$ cat src/rtl/i8254_pkg.sv
// Shared encodings for the 8254 bus-side read/write sequencer.
package i8254_pkg;

  // RW field of a control word
  localparam logic [1:0] RW_LATCH = 2'b00;
  localparam logic [1:0] RW_LSB   = 2'b01;
  localparam logic [1:0] RW_MSB   = 2'b10;
  localparam logic [1:0] RW_BOTH  = 2'b11;

  // SC value that turns a control write into a read-back command
  localparam logic [1:0] SC_READBACK = 2'b11;
  // Address of the control-word register
  localparam logic [1:0] A_CTRL = 2'd3;

  // Status byte bit positions
  localparam int ST_OUT  = 7;
  localparam int ST_NULL = 6;

  // Control-word field slices
  localparam int CW_SC_HI = 7;
  localparam int CW_SC_LO = 6;
  localparam int CW_RW_HI = 5;
  localparam int CW_RW_LO = 4;

  // Read-back command: active-low count/status latch bits
  localparam int RB_NCOUNT  = 5;
  localparam int RB_NSTATUS = 4;

endpackage

$ cat src/rtl/i8254_chan_port.sv
// Per-channel bus port: control word, LSB/MSB write and read pointers,
// count latch and (with READBACK_EN defined) status latch.
module i8254_chan_port
  import i8254_pkg::*;
#(
  parameter logic [7:0] RESET_CW = 8'h00
) (
  input  logic        CLK,
  input  logic        RESET,
  input  logic        cw_wr,
  input  logic        latch_cmd,
  input  logic        st_latch_cmd,
  input  logic        cnt_wr,
  input  logic        cnt_rd,
  input  logic [7:0]  din,
  input  logic [7:0]  status_in,
  input  logic [15:0] cnt_value,
  output logic [7:0]  control_word,
  output logic        cw_written,
  output logic        cr_we,
  output logic [15:0] cr_data,
  output logic        first_byte_pending,
  output logic        ol_hold,
  output logic [7:0]  rd_byte
);

  logic [7:0]  cw_q, cw_d;
  logic        cw_written_q, cw_written_d;
  logic        cr_we_q, cr_we_d;
  logic [15:0] cr_data_q, cr_data_d;
  logic        wr_ptr_q, wr_ptr_d;
  logic [7:0]  lsb_q, lsb_d;
  logic        rd_ptr_q, rd_ptr_d;
  logic        latched_q, latched_d;
  logic [15:0] latch_val_q, latch_val_d;
  logic        st_latched_q, st_latched_d;
  logic [7:0]  status_q, status_d;
  logic [1:0]  rw;
  logic [15:0] val;

  assign rw = cw_q[CW_RW_HI:CW_RW_LO];
  assign val = latched_q ? latch_val_q : cnt_value;

  // Byte presented on a read of this channel this cycle
  always_comb begin
    rd_byte = 8'h00;
    if (st_latched_q) begin
      rd_byte = status_q;
    end else begin
      case (rw)
        RW_LSB:  rd_byte = val[7:0];
        RW_MSB:  rd_byte = val[15:8];
        RW_BOTH: rd_byte = rd_ptr_q ? val[15:8] : val[7:0];
        default: rd_byte = 8'h00;
      endcase
    end
  end

  // Next-state for control word, pointers and latches
  always_comb begin
    cw_d         = cw_q;
    cw_written_d = 1'b0;
    cr_we_d      = 1'b0;
    cr_data_d    = 16'h0000;
    wr_ptr_d     = wr_ptr_q;
    lsb_d        = lsb_q;
    rd_ptr_d     = rd_ptr_q;
    latched_d    = latched_q;
    latch_val_d  = latch_val_q;
    st_latched_d = st_latched_q;
    status_d     = status_q;
    if (cw_wr) begin
      cw_d         = din;
      cw_written_d = 1'b1;
      wr_ptr_d     = 1'b0;
      rd_ptr_d     = 1'b0;
      latched_d    = 1'b0;
      st_latched_d = 1'b0;
    end else begin
      if (latch_cmd && !latched_q) begin
        latched_d   = 1'b1;
        latch_val_d = cnt_value;
      end
      if (st_latch_cmd && !st_latched_q) begin
        st_latched_d = 1'b1;
        status_d     = status_in;
      end
      if (cnt_wr) begin
        case (rw)
          RW_LSB: begin
            cr_we_d   = 1'b1;
            cr_data_d = {8'h00, din};
          end
          RW_MSB: begin
            cr_we_d   = 1'b1;
            cr_data_d = {din, 8'h00};
          end
          RW_BOTH: begin
            if (!wr_ptr_q) begin
              lsb_d    = din;
              wr_ptr_d = 1'b1;
            end else begin
              cr_we_d   = 1'b1;
              cr_data_d = {din, lsb_q};
              wr_ptr_d  = 1'b0;
            end
          end
          default: ;
        endcase
      end
      if (cnt_rd) begin
        if (st_latched_q) begin
          st_latched_d = 1'b0;
        end else if (rw == RW_BOTH) begin
          rd_ptr_d = ~rd_ptr_q;
          if (rd_ptr_q) latched_d = 1'b0;
        end else begin
          // single-byte formats (and an unprogrammed channel) finish in one read
          latched_d = 1'b0;
        end
      end
    end
  end

  // Channel state registers
  always_ff @(posedge CLK) begin
    if (RESET) begin
      cw_q         <= RESET_CW;
      cw_written_q <= 1'b0;
      cr_we_q      <= 1'b0;
      cr_data_q    <= 16'h0000;
      wr_ptr_q     <= 1'b0;
      lsb_q        <= 8'h00;
      rd_ptr_q     <= 1'b0;
      latched_q    <= 1'b0;
      latch_val_q  <= 16'h0000;
    end else begin
      cw_q         <= cw_d;
      cw_written_q <= cw_written_d;
      cr_we_q      <= cr_we_d;
      cr_data_q    <= cr_data_d;
      wr_ptr_q     <= wr_ptr_d;
      lsb_q        <= lsb_d;
      rd_ptr_q     <= rd_ptr_d;
      latched_q    <= latched_d;
      latch_val_q  <= latch_val_d;
    end
  end

`ifdef READBACK_EN
  // Status latch registers, present only with read-back support
  always_ff @(posedge CLK) begin
    if (RESET) begin
      st_latched_q <= 1'b0;
      status_q     <= 8'h00;
    end else begin
      st_latched_q <= st_latched_d;
      status_q     <= status_d;
    end
  end
`else
  assign st_latched_q = 1'b0;
  assign status_q     = 8'h00;
  logic unused_status;
  assign unused_status = ^{st_latched_d, status_d, st_latch_cmd, status_in};
`endif

  assign control_word       = cw_q;
  assign cw_written         = cw_written_q;
  assign cr_we              = cr_we_q;
  assign cr_data            = cr_data_q;
  assign first_byte_pending = wr_ptr_q;
  assign ol_hold            = latched_q;

endmodule

$ cat src/rtl/i8254_rw_sequencer.sv
// 8254 bus-side read/write and control-word sequencer: address decode,
// command decode and read-data muxing around per-channel ports.
// Optional macro READBACK_EN enables the read-back command and status latch.
module i8254_rw_sequencer
  import i8254_pkg::*;
#(
  parameter int         NUM_CNT  = 3,
  parameter logic [7:0] RESET_CW = 8'h00
) (
  input  logic                  CLK,
  input  logic                  RESET,
  input  logic                  cs,
  input  logic                  wr,
  input  logic                  rd,
  input  logic [1:0]            a,
  input  logic [7:0]            din,
  output logic [7:0]            dout,
  output logic                  rd_valid,
  input  logic [16*NUM_CNT-1:0] cnt_value,
  input  logic [NUM_CNT-1:0]    cnt_out,
  input  logic [NUM_CNT-1:0]    cnt_null,
  output logic [8*NUM_CNT-1:0]  control_word,
  output logic [NUM_CNT-1:0]    cw_written,
  output logic [NUM_CNT-1:0]    cr_we,
  output logic [15:0]           cr_data,
  output logic [NUM_CNT-1:0]    first_byte_pending,
  output logic [NUM_CNT-1:0]    ol_hold
);

`ifdef READBACK_EN
  localparam bit RB_ON = 1'b1;
`else
  localparam bit RB_ON = 1'b0;
`endif

  logic       acc_wr, acc_rd, ctrl_wr, rb_cmd;
  logic [1:0] sc, rw_f;
  logic [7:0]  rd_bytes   [NUM_CNT];
  logic [15:0] cr_data_ch [NUM_CNT];
  logic [7:0]  dout_q, dout_d;
  logic        rd_valid_q, rd_valid_d;

  // a simultaneous write wins; the read is dropped
  assign acc_wr  = cs && wr;
  assign acc_rd  = cs && rd && !wr;
  assign ctrl_wr = acc_wr && (a == A_CTRL);
  assign sc      = din[CW_SC_HI:CW_SC_LO];
  assign rw_f    = din[CW_RW_HI:CW_RW_LO];
  assign rb_cmd  = RB_ON && ctrl_wr && (sc == SC_READBACK);

  for (genvar i = 0; i < NUM_CNT; i++) begin : g_ch
    localparam logic [1:0] IDX = 2'(i);
    logic       sel_sc, rb_sel;
    logic [7:0] st;
    assign sel_sc = ctrl_wr && (sc == IDX);
    assign rb_sel = rb_cmd && din[i+1];
    assign st[ST_OUT]  = cnt_out[i];
    assign st[ST_NULL] = cnt_null[i];
    assign st[5:0]     = control_word[8*i +: 6];

    i8254_chan_port #(.RESET_CW(RESET_CW)) u_port (
      .CLK               (CLK),
      .RESET             (RESET),
      .cw_wr             (sel_sc && (rw_f != RW_LATCH)),
      .latch_cmd         ((sel_sc && (rw_f == RW_LATCH)) || (rb_sel && !din[RB_NCOUNT])),
      .st_latch_cmd      (rb_sel && !din[RB_NSTATUS]),
      .cnt_wr            (acc_wr && (a == IDX)),
      .cnt_rd            (acc_rd && (a == IDX)),
      .din               (din),
      .status_in         (st),
      .cnt_value         (cnt_value[16*i +: 16]),
      .control_word      (control_word[8*i +: 8]),
      .cw_written        (cw_written[i]),
      .cr_we             (cr_we[i]),
      .cr_data           (cr_data_ch[i]),
      .first_byte_pending(first_byte_pending[i]),
      .ol_hold           (ol_hold[i]),
      .rd_byte           (rd_bytes[i])
    );
  end

  // Only one channel can load per cycle; idle channels present zero
  always_comb begin
    cr_data = 16'h0000;
    for (int i = 0; i < NUM_CNT; i++) cr_data = cr_data | cr_data_ch[i];
  end

  // Read data select; control address and absent channels read as zero
  always_comb begin
    dout_d     = 8'h00;
    rd_valid_d = acc_rd;
    if (acc_rd) begin
      for (int i = 0; i < NUM_CNT; i++) begin
        if (a == 2'(i)) dout_d = rd_bytes[i];
      end
    end
  end

  // Registered read port
  always_ff @(posedge CLK) begin
    if (RESET) begin
      dout_q     <= 8'h00;
      rd_valid_q <= 1'b0;
    end else begin
      dout_q     <= dout_d;
      rd_valid_q <= rd_valid_d;
    end
  end

  assign dout     = dout_q;
  assign rd_valid = rd_valid_q;

endmodule
$ cat config.mk
export PLATFORM = sky130hd
export DESIGN_NAME = i8254_rw_sequencer
export DESIGN_NICKNAME = d
export VERILOG_FILES = /design/src/rtl/i8254_pkg.sv /design/src/rtl/i8254_chan_port.sv /design/src/rtl/i8254_rw_sequencer.sv
export SDC_FILE = /design/constraint.sdc
export NUM_CORES = 1
export LEC_CHECK = 0
export CAP_MARGIN = 20
export CORE_ASPECT_RATIO = 1.5
export CORE_MARGIN = 1.5
export CORE_UTILIZATION = 30
export DETAILED_ROUTE_END_ITERATION = 10
export SLEW_MARGIN = 15
export SYNTH_ARGS = -nofsm -noshare
export SYNTH_HDL_FRONTEND = slang
export SYNTH_SLANG_ARGS = --single-unit
$ cat constraint.sdc
create_clock -name CLK -period 2.21 [get_ports CLK]
set_input_delay 0.442 -clock CLK [delete_from_list [all_inputs] [get_ports CLK]]
set_output_delay 0.442 -clock CLK [all_outputs]
set_load 0.005 [all_outputs]
==> impl_metrics.toml, run 1 <==
[yosys]
synth_nets = 846
synth_cells = 765
netlist.area_leader.share = 0.481
synth_seq_cells = 168
synthTopCellsByArea = "dfxtp_1 (48%), mux2_2 (7.7%), nand2_1 (5.8%)"
synth_common_cells = "dfxtp_1 (168), nand2_1 (108), nor2_1 (73)"
synth_top_area_cell = "dfxtp_1"
yosys_warnings = 0
synth_area_per_cell_um2 = 9.13
synth_most_common_cell = "dfxtp_1"
ys_types = 42
ys_seq_area_frac = 0.481
async_flop_share = 0
synth_flop_cell = "dfxtp_1"
synth-edff-count = 0
synth_area_um2 = 6990

[sta]
setup_tns_ps = 0
skew_ps = 13.9
maxSlewHeadroom = 0.564
rsz0062_at_grt = "no"
worst_pin_slew_ps = 654
period_share = 0.937
min_period_ps = 2070
final_hold_viol_count = 0
fmax_mhz = 483
maxSlewViolCount = 0
setup_viol = 0

[grt]
antenna_found_initial = 0
grt_max_degree = 34
grt_usage = 0.164
grt_pass1_vias = 5512
grt-ovfl-total = 0
grt_pass1_wl_um = 30000

[finish]
nNetsFinal = 988
area_growth_pct = 33.8
seq_area_um2 = 3360
antenna_cells = 0
drive_gt1_frac = 0.164
final.fill_count = 2330
fin_util = 0.407
multi_input_area_um2 = 3280

[clocking]
clock_sinks = 168
cts.path.max_buffers = 2
cts_buffers = 17
ctsHtreeMaxLevel = 4
post_cts_buffers = 0
clock_latency_ps = 440
cts_root_buf = "clkbuf_16"
cts_hold_buf = 0
clkTransAtPathRegs_ps = 80
cts_tree = "built"
cts_resized = 0

[pwr]
swShare = 0.241
p_int_uw = 4830
power.share.clock = 0.465
powerDensity_nw_per_um2 = 681
p_seq_frac = 0.477
ir_drop_uv = 483
combPwrFrac = 0.058
power.switching_uw = 1530
power.leakage_uw = 0.00356

[worst_setup_path]
crit_arrival_ps = 2460
worstPathRequired_ps = 2600
crit_path_start = "cs"
critical_path_class = "primary input to flip-flop"
timing.rr.end = "dout[7]"
crit_end = "dout[7]"
crit_path_top_delay_cell = "or4_1"
worstReg2RegStart = "g_ch[1].u_port.control_word[5]"
path_cells = "clkdlybuf4s50_1 -> nand3b_1 -> or4_1 -> a21oi_1 -> or3_1"
critPathBufInv = 1
start_kind = "primary input"
crit_family = "simple AND/OR/NAND/NOR gates"
crit_path_max_fanout = 8
reg2reg_depth = 5
critPathCaptureType = "flip-flop"
cpPeakStageDelay_ps = 690
ff2ff_setup_slack_ps = 230
cp.depth = 5

[detailed_routing]
postRouteWirelength_um = 19500
vias_per_cell = 4.74
post_drt_wl_per_cell_um = 16.3
dr.pass1.iters = 4
drc = 0
num_vias = 5686
ant_nets = 0
drt-initial-drc-count = 271

[placement]
gp_congestion = 0.824
dpl.hpwl_um = 14600
io_buffers = 123

[floorplanning]
placeableCoreArea_um2 = 23000
pin_count = 130
die_h_um = 190
core.rowCount = 68
floorplan.die_area_um2 = 24200
start_util = 0.304
die_w_um = 128

[outcome]
status = "finished clean"

[hold_path]
worstHoldPathType = "primary input to flip-flop"
hold_depth = 2

[flow_run]
max-cap-violations = 0
## metrics by stage
stage | total power, µW | hold WS (ps) | setup slack, ps | instance area (µm²) | instances
after floorplan | 3240 | 432 | 241 | 6990 | 765
after global placement | 3480 | 436 | -234 | 8760 | 1168
after detailed placement | 3470 | 443 | -256 | 8760 | 1168
after CTS | 6440 | 384 | 152 | 9350 | 1200
after global routing | 6570 | 451 | 112 | 9350 | 1200
final | 6360 | 412 | 139 | 9350 | 1200
## cell usage in the layout (no fill, tap or decap), drive strengths merged, types with 2 or more instances in the layout
master         Yosys  final
inv                8     15
nor2b              4      4
a21oi             71     71
dfxtp            168    168
clkdlybuf4s50      0    122
nor3               9      9
mux2              48     48
nor4               5      5
nor2              73     73
or3               32     32
a22o              16     16
and2              31     31
nand2b             4      4
clkbuf            33     17
o21ai             30     30
or4                6      6
nand2            108    108
buf               30     64
clkinv             0      6
a21o               5      5
ha                12     12
o21a               2      2
a22oi             24     24
mux2i             32     32
nand3b             2      2
## sequential cells by signal, indices dropped and copies added (netlist names)
register,flops
rd_valid,1
g_ch.u_port.cw_written,3
g_ch.u_port.lsb_q,24
g_ch.u_port.rd_ptr_q,3
dout,8
g_ch.u_port.latch_val_q,48
g_ch.u_port.ol_hold,3
g_ch.u_port.cr_we,3
g_ch.u_port.cr_data,48
g_ch.u_port.control_word,24
g_ch.u_port.first_byte_pending,3
## routing by layer
metal | up-vias | routed length [µm] | global-route usage
li1 | 2889 | - | -
met1 | 2646 | 7780 | 0.185
met2 | 129 | 10500 | 0.300
met3 | 22 | 850 | 0.0382
met4 | 0 | 437 | 0.0596
met5 | - | 0 | 0
## worst reg2reg max path, delay by kind of cell, from the launching register on
kind            cells  cell delay [ps]
simple gates        2              860
buf+inv             1               90
fa+ha+maj           1              210
flops               1              430
compound gates      1              350
## power by group through the flow
stage	Combinational [µW]	Clock, µW	Sequential, µW
after floorplan	136	0	3100
after global placement	371	0	3100
after detailed placement	370	0	3100
after CTS	372	3030	3030
after global routing	395	3140	3030
final	368	2960	3030
## area by class of cell
type / count / area share
repair buffers: 186 / 0.186
flip-flops and latches: 168 / 0.360
clock inverters: 15 / 0.0173
well taps: 280 / 0.0375
inverters: 8 / 0.00321
clock buffers: 17 / 0.0455
multi-input cells: 526 / 0.351
## worst min path at each step
stage	slack [ps]	startpoint	endpoint
6_report	410	RESET	g_ch[2].u_port.latch_val_q[10]
5_1_grt	450	RESET	g_ch[2].u_port.latch_val_q[10]
4_1_cts	380	RESET	g_ch[2].u_port.latch_val_q[10]
3_5_place_dp	440	g_ch[2].u_port.latch_val_q[1]	g_ch[2].u_port.latch_val_q[1]
3_3_place_gp	440	g_ch[2].u_port.control_word[7]	g_ch[2].u_port.control_word[7]
2_1_floorplan	430	g_ch[0].u_port.lsb_q[0]	g_ch[0].u_port.lsb_q[0]
## cell families (layout without fill, tap and decap cells)
| group | Yosys count | in the layout | share of synthesized area |
|---|---|---|---|
| and+or+nand+nor | 280 | 280 | 0.191 |
| DFF | 168 | 168 | 0.481 |
| xor gates and xnor gates | 2 | 2 | 0.00251 |
| AOI/OAI and AO/OA | 152 | 152 | 0.131 |
| muxes | 80 | 80 | 0.123 |
| adders and majority gates | 12 | 12 | 0.0215 |
| buffers and inverters | 71 | 226 | 0.0491 |
No activity file was read; power rests on OpenSTA's default activity.
==> run 2, diff against run 1 <==
--- a/config.mk
+++ b/config.mk
@@ -15,2 +15,3 @@
 export SYNTH_HDL_FRONTEND = slang
+export SYNTH_HIERARCHICAL = 1
 export SYNTH_SLANG_ARGS = --single-unit
==> constraint.sdc (replaced) <==
create_clock -name CLK -period 2.21 [get_ports CLK]
set_input_delay 0.3315 -clock CLK [delete_from_list [all_inputs] [get_ports CLK]]
set_output_delay 0.3315 -clock CLK [all_outputs]
set_load 0.005 [all_outputs]
==> run 2 against run 1 <==
  * Sequential share of layout area is 2.1 points lower
  * Routed wire length is 1.3% higher
  * First-iteration DRC count is 33% higher
  * Highest routed layer unchanged
==> impl_metrics.toml, run 2 <==
[pwr]
ir_drop_uv = 534
power.leakage_uw = 0.00362
powerDensity_nw_per_um2 = 646

[grt]
antenna_found_initial = 1
grt_pass1_wl_um = 31600
grt-ovfl-total = 0
grt_usage = 0.156
grt_pass1_vias = 5980
grt_max_degree = 37

[yosys]
synth_area_um2 = 7420
synth_nets = 877
yosys_warnings = 6
synth_cells = 792
synth_area_per_cell_um2 = 9.37

[detailed_routing]
ant_nets = 0
drc = 0
top_layer = "met4"
post_drt_wl_per_cell_um = 15.4
wl_met2_um = 10800
dr.pass1.iters = 4
num_vias = 5938
drt-initial-drc-count = 360
postRouteWirelength_um = 19800
vias_per_cell = 4.63
wl_met1_um = 7960
wl_met3_um = 637

[worst_setup_path]
crit_arrival_ps = 2440
ff2ff_setup_slack_ps = 190
path_cells = "clkdlybuf4s50_1 -> buf_6 -> nor3b_1 -> buf_4 -> or4b_4 -> nor2_4 -> and2_1"
critical_path_class = "primary input to flip-flop"
crit_path_top_delay_cell = "or4b_4"
worstPathRequired_ps = 2580
cpPeakStageDelay_ps = 550
critPathCaptureType = "flip-flop"
start_kind = "primary input"
crit_path_max_fanout = 21

[placement]
place_ws_ps = -500
gp_congestion = 0.806
io_buffers = 123
dpl.hpwl_um = 14700
place_area_um2 = 9330

[finish]
final_common_cell = "dfxtp_1"
mostFrequentLayoutCells = "dfxtp_1 (165), nand2_1 (129), clkdlybuf4s50_1 (122), a21oi_1 (79)"
final_cell_area_um2 = 9940
drive_gt1_frac = 0.182
seq_area_um2 = 3370
antenna_cells = 0
nNetsFinal = 1031
area_growth_pct = 34.0
multi_input_area_um2 = 3800
final.fill_count = 2490

[floorplanning]
core.rowCount = 70
die_h_um = 196
pin_count = 130
floorplan.die_area_um2 = 25700
die_w_um = 131
start_util = 0.305
placeableCoreArea_um2 = 24300

[sta]
min_period_ps = 2070
maxSlewViolCount = 0
maxSlewHeadroom = 0.527
skew_ps = 7.97
rsz0062_at_grt = "no"
setup_slack_ps = 138
setup_viol = 0
final_hold_viol_count = 0
period_share = 0.937
worst_pin_slew_ps = 709
fmax_mhz = 483

[clocking]
clock_sinks = 168
ctsHtreeMaxLevel = 4
clock_latency_ps = 430
cts_hold_buf = 0
clkTransAtPathRegs_ps = 70
cts.path.max_buffers = 2
cts_root_buf = "clkbuf_16"
cts_tree = "built"
cts_buffers = 17

[hold_path]
worstHoldPathType = "primary input to flip-flop"

[outcome]
status = "finished clean"

[flow_run]
max-cap-violations = 0
## run 2: worst paths after layout
path / start / endpoint / cells past startpoint
hold / removal: RESET / g_ch[1].u_port/control_word[4] / 2
setup / recovery: a[1] / g_ch[2].u_port/cr_data[8] / 7
hold reg to reg: g_ch[1].u_port/latch_val_q[10] / g_ch[1].u_port/latch_val_q[10] / 2
setup reg to reg: g_ch[0].u_port/control_word[4] / dout[5] / 9
## run 2: metal layers
metal,GRT usage,vias to the layer above
met5,0,-
met4,0.0568,0
met3,0.0369,23
met2,0.300,86
met1,0.164,2811
li1,-,3018
## run 2: final cells by class
type / instances / area share
inverter: 14 / 0.00529
clock buffer: 19 / 0.0446
clock inverter: 13 / 0.0149
timing repair buffer: 182 / 0.174
multi-input combinational: 563 / 0.382
sequential: 168 / 0.339
tap: 324 / 0.0408
## run 2: metrics by stage
stage                     cells  total power, µW  setup TNS [ps]  utilization  hold WS [ps]
after global placement     1251             3480          -43770        0.383           437
after global routing       1283             6620               0        0.408           327
after detailed placement   1251             3480          -45100        0.383           444
after floorplan             792             3230               0            -           431
final                      1283             6420               0        0.408           336
after CTS                  1283             6490               0        0.408           313
## run 2: power by group
group	internal, µW	total (µW)	switching [µW]	leakage [µW]
registers	3030	3040	4.62	0.00135
clock network	1640	3010	1370	0.000286
logic	193	367	174	0.00198
## run 2: timing repair
item                       CTS  global route
pin swaps                    0             1
setup buffers                0             0
setup endpoints to repair   22            46
resized for setup            3             6
## run 2: critical path, delay by kind of cell
family                 cells  cell delay [ps]
buffers and inverters      3              900
and+or+nand+nor            4             1200
==> run 3, diff against run 2 <==
- ABC_AREA: not set -> 1
- SLEW_MARGIN: 15 -> 20
- TNS_END_PERCENT: not set -> 1
==> run 3 against run 2 <==
  * Final cell count is 22% higher
  * Area after synthesis is 1.2% higher
  * Via count is 20% higher
  * Count of clock-buffer cells in the layout is 2 higher
  * Worst setup slack better by 0.63 ps
  * Non-clock buffer count is 18 lower
  * Sequential share of layout area is 0.49 points higher
  * Die area is 1.2% higher
  * Sequential power hardly changed
  * Cell area is 1.5% lower
  * Core utilization is 0.91 points lower
  * Fmax hardly changed
  * Largest cell class unchanged
  * Largest power group unchanged
==> impl_metrics.toml, run 3 <==
[outcome]
status = "finished clean"

[worst_setup_path]
path_cells = "clkdlybuf4s50_1"
critical_path_class = "flip-flop to output pin"
timing.rr.end = "dout[3]"
cpPeakStageDelay_ps = 700
worstReg2RegStart = "g_ch[1].u_port/control_word[4]"
crit_path_max_fanout = 15
worstPathRequired_ps = 1880
crit_arrival_ps = 1740
critPathCaptureType = "output pin"
crit_end = "first_byte_pending[0]"
reg2reg_depth = 9
crit_family = "flip-flops"
cp.depth = 1
crit_path_top_delay_cell = "dfxtp_1"
start_kind = "flip-flop"
crit_path_start = "g_ch[0].u_port/first_byte_pending"
critPathBufInv = 1
ff2ff_setup_slack_ps = 370

[sta]
maxSlewViolCount = 0
skew_ps = 5.73
maxSlewHeadroom = 0.604
hold_ws_ps = 457
rsz0062_at_grt = "no"
fmax_mhz = 483
final_hold_viol_count = 0
period_share = 0.937
min_period_ps = 2070
worst_pin_slew_ps = 593
setup_viol = 0
setup_tns_ps = 0

[clocking]
clock_sinks = 168
cts_resized = 0
clock_latency_ps = 430
cts_buffers = 17
cts.path.max_buffers = 2
cts_tree = "built"
cts_root_buf = "clkbuf_16"
ctsHtreeMaxLevel = 4
clkTransAtPathRegs_ps = 70
cts_hold_buf = 0
post_cts_buffers = 0

[grt]
grt_pass1_vias = 6914
grt_usage = 0.171
antenna_found_initial = 0
grt_pass1_wl_um = 34800
grt_max_degree = 26
grt-ovfl-total = 0

[detailed_routing]
drt-initial-drc-count = 470
postRouteWirelength_um = 21800
post_drt_wl_per_cell_um = 13.9
num_vias = 7155
vias_per_cell = 4.59
dr.pass1.iters = 5
drc = 0
ant_nets = 0

[floorplanning]
pin_count = 130
placeableCoreArea_um2 = 24500
start_util = 0.306
die_w_um = 132
floorplan.die_area_um2 = 26000
core.rowCount = 70
die_h_um = 197

[flow_run]
max-cap-violations = 0

[yosys]
synth_area_per_cell_um2 = 6.97
synth_nets = 1163
synth_cells = 1078
synth_area_um2 = 7510
yosys_warnings = 6

[finish]
area_growth_pct = 30.3
drive_gt1_frac = 0.0833
instances_no_fill = 1560
antenna_cells = 0
nNetsFinal = 1308
final_common_cell = "nand2_1"
mostFrequentLayoutCells = "nand2_1 (341), nor2_1 (186), dfxtp_1 (168), clkdlybuf4s50_1 (123), nand3_1 (77)"

[pwr]
power.leakage_uw = 0.00401
ir_drop_uv = 490
powerDensity_nw_per_um2 = 647

[placement]
dp.cells = 1528
dpl.hpwl_um = 16500
gp_congestion = 0.880
io_buffers = 123

[hold_path]
worstHoldPathType = "flip-flop to flip-flop"
==> run 3: report_power, final <==
group          switching (µW)  total, µW  internal [µW]
logic                     208        385            177
clock network            1280       2910           1640
registers                4.42       3040           3030
==> run 3: worst min-delay path by stage <==
stage	from	endpoint	slack, ps	depth (start not counted)
after global placement	g_ch[2].u_port/control_word[2]	g_ch[2].u_port/control_word[2]	440	2
after CTS	g_ch[2].u_port/control_word[6]	g_ch[2].u_port/control_word[6]	460	2
after detailed placement	g_ch[2].u_port/control_word[6]	g_ch[2].u_port/control_word[6]	440	2
final	g_ch[2].u_port/control_word[6]	g_ch[2].u_port/control_word[6]	460	2
after floorplan	RESET	rd_valid	420	1
after global routing	g_ch[2].u_port/control_word[6]	g_ch[2].u_port/control_word[6]	480	2
==> run 3: layer usage <==
metal | global-route usage | up-vias | share of wire
met1 | 0.185 | 3256 | 0.41
met3 | 0.0324 | 41 | 0.036
met5 | 0 | - | 0
met2 | 0.314 | 166 | 0.52
li1 | - | 3692 | -
met4 | 0.0879 | 0 | 0.036
==> run 3: final cells by class <==
cell class,count,area [µm²]
repair buffers,164,1560
inverters,74,288
clock buffers,21,460
well taps,324,405
flip-flops and latches,168,3360
clock inverters,11,114
multi-input cells,798,3590
fillers,2588,14700
==> run 3: through the flow <==
step,util,area (µm²),worst slack (ps),total power [µW]
after global placement,0.376,9210,36.9,3490
final,0.399,9790,139,6340
after global routing,0.399,9790,59.7,6560
after detailed placement,0.376,9210,5.27,3490
after CTS,0.399,9790,126,6410
after floorplan,-,7510,557,3260
